[config.mk]
export PLATFORM = sky130hd
export DESIGN_NAME = program_loader
export DESIGN_NICKNAME = d
export VERILOG_FILES = /design/src/rtl/loader_pkg.sv /design/src/rtl/byte_word_packer.sv /design/src/rtl/program_loader.sv
export SDC_FILE = /design/constraint.sdc
export NUM_CORES = 1
export LEC_CHECK = 0
export CAP_MARGIN = 40
export CORE_MARGIN = 2
export CORE_UTILIZATION = 50
export DETAILED_ROUTE_END_ITERATION = 7
export PLACE_DENSITY_LB_ADDON = 0.15
export SLEW_MARGIN = 20
export SYNTH_ARGS = -nofsm -noshare
export SYNTH_HDL_FRONTEND = slang
export SYNTH_SLANG_ARGS = --single-unit
[constraint.sdc]
create_clock -name clock -period 3.5 [get_ports clock]
set_input_delay 0.35 -clock clock [delete_from_list [all_inputs] [get_ports clock]]
set_output_delay 0.35 -clock clock [all_outputs]
set_load 0.02 [all_outputs]
[src/rtl/loader_pkg.sv]
// Shared types and constants for the boot-time program loader.
package loader_pkg;

   typedef enum logic [2:0] {
      ST_IDLE,
      ST_LEN_LO,
      ST_LEN_HI,
      ST_DATA,
      ST_CHECK,
      ST_FILL,
      ST_RUN,
      ST_ERR
   } state_t;

   localparam int LEN_W = 16;
   localparam int CHK_W = 8;
   localparam logic [31:0] NOP_WORD = 32'h0000_0013;

endpackage

[src/rtl/byte_word_packer.sv]
// Packs a byte stream LSB-first into 32-bit words and keeps a running XOR of every byte.
module byte_word_packer
   import loader_pkg::*;
(
   input  logic             clock,
   input  logic             reset,
   input  logic             clear,
   input  logic             push,
   input  logic [7:0]       data,
   output logic             word_valid,
   output logic [31:0]      word,
   output logic [CHK_W-1:0] checksum
);

   logic [1:0]       count_reg;
   logic [23:0]      shift_reg;
   logic [CHK_W-1:0] chk_reg;

   // Only the first three bytes are stored; the fourth is merged combinationally.
   always_ff @(posedge clock or negedge reset) begin
      if (!reset) begin
         count_reg <= '0;
         shift_reg <= '0;
         chk_reg   <= '0;
      end else if (clear) begin
         count_reg <= '0;
         shift_reg <= '0;
         chk_reg   <= '0;
      end else if (push) begin
         count_reg <= count_reg + 2'd1;
         shift_reg <= {data, shift_reg[23:8]};
         chk_reg   <= chk_reg ^ data;
      end
   end

   assign word_valid = push && (count_reg == 2'd3);
   assign word       = {data, shift_reg};
   assign checksum   = chk_reg;

endmodule

[src/rtl/program_loader.sv]
// Boot loader: receives a framed image, writes instruction memory, pads with NOPs,
// verifies the XOR checksum and releases the core from reset on success.
module program_loader
   import loader_pkg::*;
#(
   parameter int          ADDR_WIDTH = 5,
   parameter logic [31:0] NOP_WORD   = loader_pkg::NOP_WORD
)(
   input  logic                  clock,
   input  logic                  reset,
   input  logic                  start,
   input  logic                  byte_valid,
   input  logic [7:0]            byte_data,
   output logic                  byte_ready,
   output logic                  imem_we,
   output logic [ADDR_WIDTH-1:0] imem_addr,
   output logic [31:0]           imem_wdata,
   output logic                  core_reset,
   output logic                  done,
   output logic                  error,
   output logic [LEN_W-1:0]      words_loaded
);

   localparam int DEPTH = 2 ** ADDR_WIDTH;
   localparam logic [LEN_W:0] DEPTH_EXT = (LEN_W + 1)'(DEPTH);

   state_t                state_reg, state_next;
   logic [LEN_W-1:0]      len_reg, len_next;
   logic [LEN_W-1:0]      words_reg, words_next;
   logic [ADDR_WIDTH-1:0] addr_reg, addr_next;
   logic [31:0]           wdata_reg, wdata_next;
   logic                  we_reg, we_next;
   logic                  ready_reg, ready_next;
   logic                  done_reg, done_next;
   logic                  error_reg, error_next;
   logic                  core_reset_reg, core_reset_next;

   logic                  accept;
   logic                  pk_clear;
   logic                  pk_push;
   logic                  pk_word_valid;
   logic [31:0]           pk_word;
   logic [CHK_W-1:0]      pk_checksum;
   logic [LEN_W-1:0]      len_full;

   byte_word_packer u_packer (
      .clock      (clock),
      .reset      (reset),
      .clear      (pk_clear),
      .push       (pk_push),
      .data       (byte_data),
      .word_valid (pk_word_valid),
      .word       (pk_word),
      .checksum   (pk_checksum)
   );

   always_ff @(posedge clock or negedge reset) begin
      if (!reset) begin
         state_reg      <= ST_IDLE;
         len_reg        <= '0;
         words_reg      <= '0;
         addr_reg       <= '0;
         wdata_reg      <= '0;
         we_reg         <= 1'b0;
         ready_reg      <= 1'b0;
         done_reg       <= 1'b0;
         error_reg      <= 1'b0;
         core_reset_reg <= 1'b1;
      end else begin
         state_reg      <= state_next;
         len_reg        <= len_next;
         words_reg      <= words_next;
         addr_reg       <= addr_next;
         wdata_reg      <= wdata_next;
         we_reg         <= we_next;
         ready_reg      <= ready_next;
         done_reg       <= done_next;
         error_reg      <= error_next;
         core_reset_reg <= core_reset_next;
      end
   end

   always_comb begin
      state_next = state_reg;
      len_next   = len_reg;
      words_next = words_reg;
      addr_next  = addr_reg;
      wdata_next = wdata_reg;
      we_next    = 1'b0;
      pk_clear   = 1'b0;
      accept     = byte_valid && ready_reg;
      pk_push    = accept && (state_reg == ST_DATA);
      len_full   = {byte_data, len_reg[7:0]};

      case (state_reg)
         ST_IDLE, ST_RUN, ST_ERR: begin
            if (start) begin
               state_next = ST_LEN_LO;
               len_next   = '0;
               words_next = '0;
               pk_clear   = 1'b1;
            end
         end
         ST_LEN_LO: begin
            if (accept) begin
               len_next[7:0] = byte_data;
               state_next    = ST_LEN_HI;
            end
         end
         ST_LEN_HI: begin
            if (accept) begin
               len_next = len_full;
               // Oversized images are rejected before any write so the address never wraps.
               if ({1'b0, len_full} > DEPTH_EXT)
                  state_next = ST_ERR;
               else if (len_full == '0)
                  state_next = ST_CHECK;
               else
                  state_next = ST_DATA;
            end
         end
         ST_DATA: begin
            if (pk_word_valid) begin
               we_next    = 1'b1;
               addr_next  = words_reg[ADDR_WIDTH-1:0];
               wdata_next = pk_word;
               words_next = words_reg + 16'd1;
               if (words_next == len_reg)
                  state_next = ST_CHECK;
            end
         end
         ST_CHECK: begin
            if (accept) begin
               if (byte_data == pk_checksum) begin
                  if ({1'b0, len_reg} == DEPTH_EXT) begin
                     state_next = ST_RUN;
                  end else begin
                     state_next = ST_FILL;
                     we_next    = 1'b1;
                     addr_next  = len_reg[ADDR_WIDTH-1:0];
                     wdata_next = NOP_WORD;
                  end
               end else begin
                  state_next = ST_ERR;
               end
            end
         end
         ST_FILL: begin
            // The first pad write was issued on entry; continue until the top address.
            if (addr_reg == ADDR_WIDTH'(DEPTH - 1)) begin
               state_next = ST_RUN;
            end else begin
               we_next    = 1'b1;
               addr_next  = addr_reg + ADDR_WIDTH'(1);
               wdata_next = NOP_WORD;
            end
         end
         default: state_next = ST_IDLE;
      endcase

      ready_next      = state_next inside {ST_LEN_LO, ST_LEN_HI, ST_DATA, ST_CHECK};
      done_next       = (state_next == ST_RUN);
      error_next      = (state_next == ST_ERR);
      core_reset_next = (state_next != ST_RUN);
   end

   assign byte_ready   = ready_reg;
   assign imem_we      = we_reg;
   assign imem_addr    = addr_reg;
   assign imem_wdata   = wdata_reg;
   assign core_reset   = core_reset_reg;
   assign done         = done_reg;
   assign error        = error_reg;
   assign words_loaded = words_reg;

endmodule
==> impl_metrics.json <==
{
  "crit_arrival_ns": 3.41,
  "clock_power_share": 0.181,
  "post_cts_resized": 0,
  "ys_types": 60,
  "core.rowCount": 38,
  "cts_tree": "built",
  "portBuffers": 69,
  "final_area_um2": 6530,
  "pin_count": 70,
  "worstPathRequired_ns": 3.81,
  "syn_area_um2": 5470,
  "fp.dieArea_um2": 11800,
  "synth_cells": 614,
  "cts_root_buf": "clkbuf_8",
  "crit_path_start": "words_loaded[0]",
  "dieHeight_um": 109,
  "synth-edff-count": 0,
  "cts_buffers": 9,
  "core-area_um2": 10700,
  "multi_input_area_um2": 2520,
  "clkTransAtPathRegs_ns": 0.11,
  "grt_antenna_before_repair": 0,
  "status": "complete, but fails checks",
  "worstMarginPinSlew_ns": 0.716,
  "hp-class": "in -> async",
  "track_usage": 0.256,
  "nNetsFinal": 694,
  "slowest_delay_ns": 0.54,
  "largest_register_ffs": 32,
  "fp.dieW_um": 109,
  "hold_violations": 6,
  "power.density_nw_per_um2": 627,
  "post-cts-setup-buffer-count": 0,
  "finClkSkew_ns": 0.0127,
  "max_freq_ghz": 0.323,
  "grt_max_degree": 61,
  "synth_top_area_cell": "dfrtp_1",
  "worstPathMaxFanout": 9,
  "drt_wl_total_um": 14100,
  "r2r_setup_slack_ns": 0.41,
  "first_global_vias": 4510,
  "place_congestion": 0.915,
  "dpl.hpwl_um": 9950,
  "placed_cell_area_um2": 6340,
  "worstSkewPairLatency_ns": 0.39,
  "power_switching_mw": 1.69,
  "finalSetupViolations": 0,
  "grt_pass1_wl_um": 23400,
  "min_period_over_period": 0.883,
  "via_per_inst": 5.68,
  "cts_sinks": 111,
  "reg2regPathDepth": 9,
  "tns_ns": 0,
  "cp-start-kind": "register",
  "ys_seq_elements": 111,
  "register_area_um2": 2780,
  "pwr-share-comb": 0.381,
  "syn_to_final_growth_pct": 19.5,
  "drtIter0Drc": 363,
  "crit_path_end": "core_reset",
  "cp_top_family": "simple AND/OR/NAND/NOR gates",
  "rsz0062_at_grt": "no",
  "vias": 4676,
  "p_int_mw": 2.40,
  "p_seq_frac": 0.438,
  "critPathKind": "reg -> reg",
  "routedWlPerCell_um": 17.1,
  "p_leak_nw": 2.91,
  "synthArstFlopShare": 1.00,
  "globalRouteOverflowTotal": 0,
  "cp.buffers_inverters": 0,
  "cp_num_cells": 9,
  "total_power_mw": 4.09,
  "avgSynthCellArea_um2": 8.91,
  "switching_share": 0.414,
  "failed_checks": "hold timing",
  "path_cells": "ha_1 -> nand4_1 -> nor4_1 -> xnor2_1 -> o21ai_0 -> or4_4 -> o21bai_1 -> a21oi_1 -> or3_1",
  "htree_levels": 3,
  "min_period_ns": 3.09,
  "whs_ns": -0.0115,
  "maxSlewHeadroom": 0.521,
  "utilization": 0.608,
  "cpMaxStageDelayCell": "dfrtp_1",
  "antenna_left": 0,
  "drt-pass1-iter-count": 5,
  "n_antenna_cell": 0,
  "synth_warnings": 0,
  "slew_viol_final": 0,
  "maxCapViolCount": 0,
  "r2r_end": "core_reset",
  "endpoint_kind": "register",
  "synthTopCellsByArea": "dfrtp_1 50%, nand2_1 11%, o21ai_0 3.8%, a21oi_1 3.8%, xor2_1 3.7%",
  "rr_startpoint": "words_loaded[0]",
  "ir_drop_uv": 284,
  "initial_utilization": 0.509,
  "synth_top_cell_area_share": 0.503,
  "drive_gt1_frac": 0.0688,
  "yosysSeqAreaShare": 0.508,
  "fillCellCount": 948,
  "synth_flop_cell": "dfrtp_1",
  "clockBufferDepth": 2,
  "syn_nets": 630,
  "drc": 0,
  "hold_buffers": 0
}
Yosys cell counts (all sizes together), types with 2 or more instances:
cell,count
a22o,8
o211ai,2
nor3b,3
a31oi,3
o31ai,8
clkbuf,25
and3,2
o21a,4
nand2,162
xnor2,17
o22a,3
xor2,23
nor3,10
mux2i,3
buf,10
or4,4
nor4,8
ha,4
inv,7
a211oi,3
a21oi,42
and2,3
nand3,31
nor2b,5
or3,3
nor2,34
o21ai,43
dfrtp,110
nand4,11
layer usage:
layer / up-vias / share of wire / global-route usage
met5: - / 0 / 0
met1: 2286 / 0.46 / 0.364
met2: 135 / 0.49 / 0.404
met4: 0 / 0.014 / 0.0888
li1: 2238 / - / -
met3: 17 / 0.039 / 0.0338
stage by stage:
stage,worst slack [ns],instances
final,0.408,823
after global routing,0.211,823
after CTS,0.452,822
after detailed placement,0.427,806
after global placement,0.490,803
after floorplan,0.604,614
cell type report:
class / count / area share
flip-flops and latches: 111 / 0.425
multi-input cells: 460 / 0.386
repair buffers: 88 / 0.130
well taps: 140 / 0.0268
clock buffers: 10 / 0.0195
clock inverters: 6 / 0.00824
inverters: 8 / 0.00460
worst min path at each step:
| stage | end | slack (ns) | cells past startpoint |
|---|---|---|---|
| global placement | words_loaded[10] | 0.42 | 1 |
| CTS | words_loaded[10] | 0.01 | 1 |
| finish | words_loaded[10] | -0.01 | 1 |
| detailed placement | words_loaded[8] | 0.43 | 1 |
| global route | words_loaded[9] | 0.04 | 1 |
| floorplan | byte_ready | 0.05 | 0 |
cell usage in the layout, fill, tap and decap left out, types with 3 or more instances in the layout:
cell type and instances:
a211oi_1 3, a21oi_1 41, a22o_1 8, a31oi_1 3, and2_1 3, buf_4 16
clkbuf_8 9, clkdlybuf4s50_1 68, dfrtp_1 110, ha_1 4, inv_1 7, mux2i_1 3
nand2_1 162, nand3_1 31, nand4_1 10, nor2_1 34, nor2b_1 5, nor3_1 10
nor3b_1 3, nor4_1 7, o21a_1 4, o21ai_0 42, o22a_1 3, o31ai_1 8
or3_1 3, or4_1 3, xnor2_1 17, xor2_1 23
cell families (layout without fill, tap and decap cells):
family,after synthesis,in the layout,synth area share
and+or+nand+nor,284,284,0.236
AOI/OAI and AO/OA,129,129,0.145
DFF,111,111,0.508
buffers and inverters,43,112,0.0316
xor gates and xnor gates,40,40,0.0641
adders and majority gates,4,4,0.00915
muxes,3,3,0.00549
worst reg2reg max path: stages, from the launching register on:
cell and delay (ns):
dfrtp_1 0.54, ha_1 0.36, nand4_1 0.23, nor4_1 0.47
xnor2_1 0.18, o21ai_0 0.10, or4_4 0.46, o21bai_1 0.15
a21oi_1 0.17, or3_1 0.38
power groups by stage:
stage	clock (mW)	sequential (mW)	combinational, mW
finish	0.740	1.80	1.56
global route	0.808	1.84	1.72
CTS	0.757	1.79	1.55
detailed placement	0	1.82	1.54
global placement	0	1.81	1.49
floorplan	0	1.78	1.02
No activity file was read; power rests on OpenSTA's default activity.
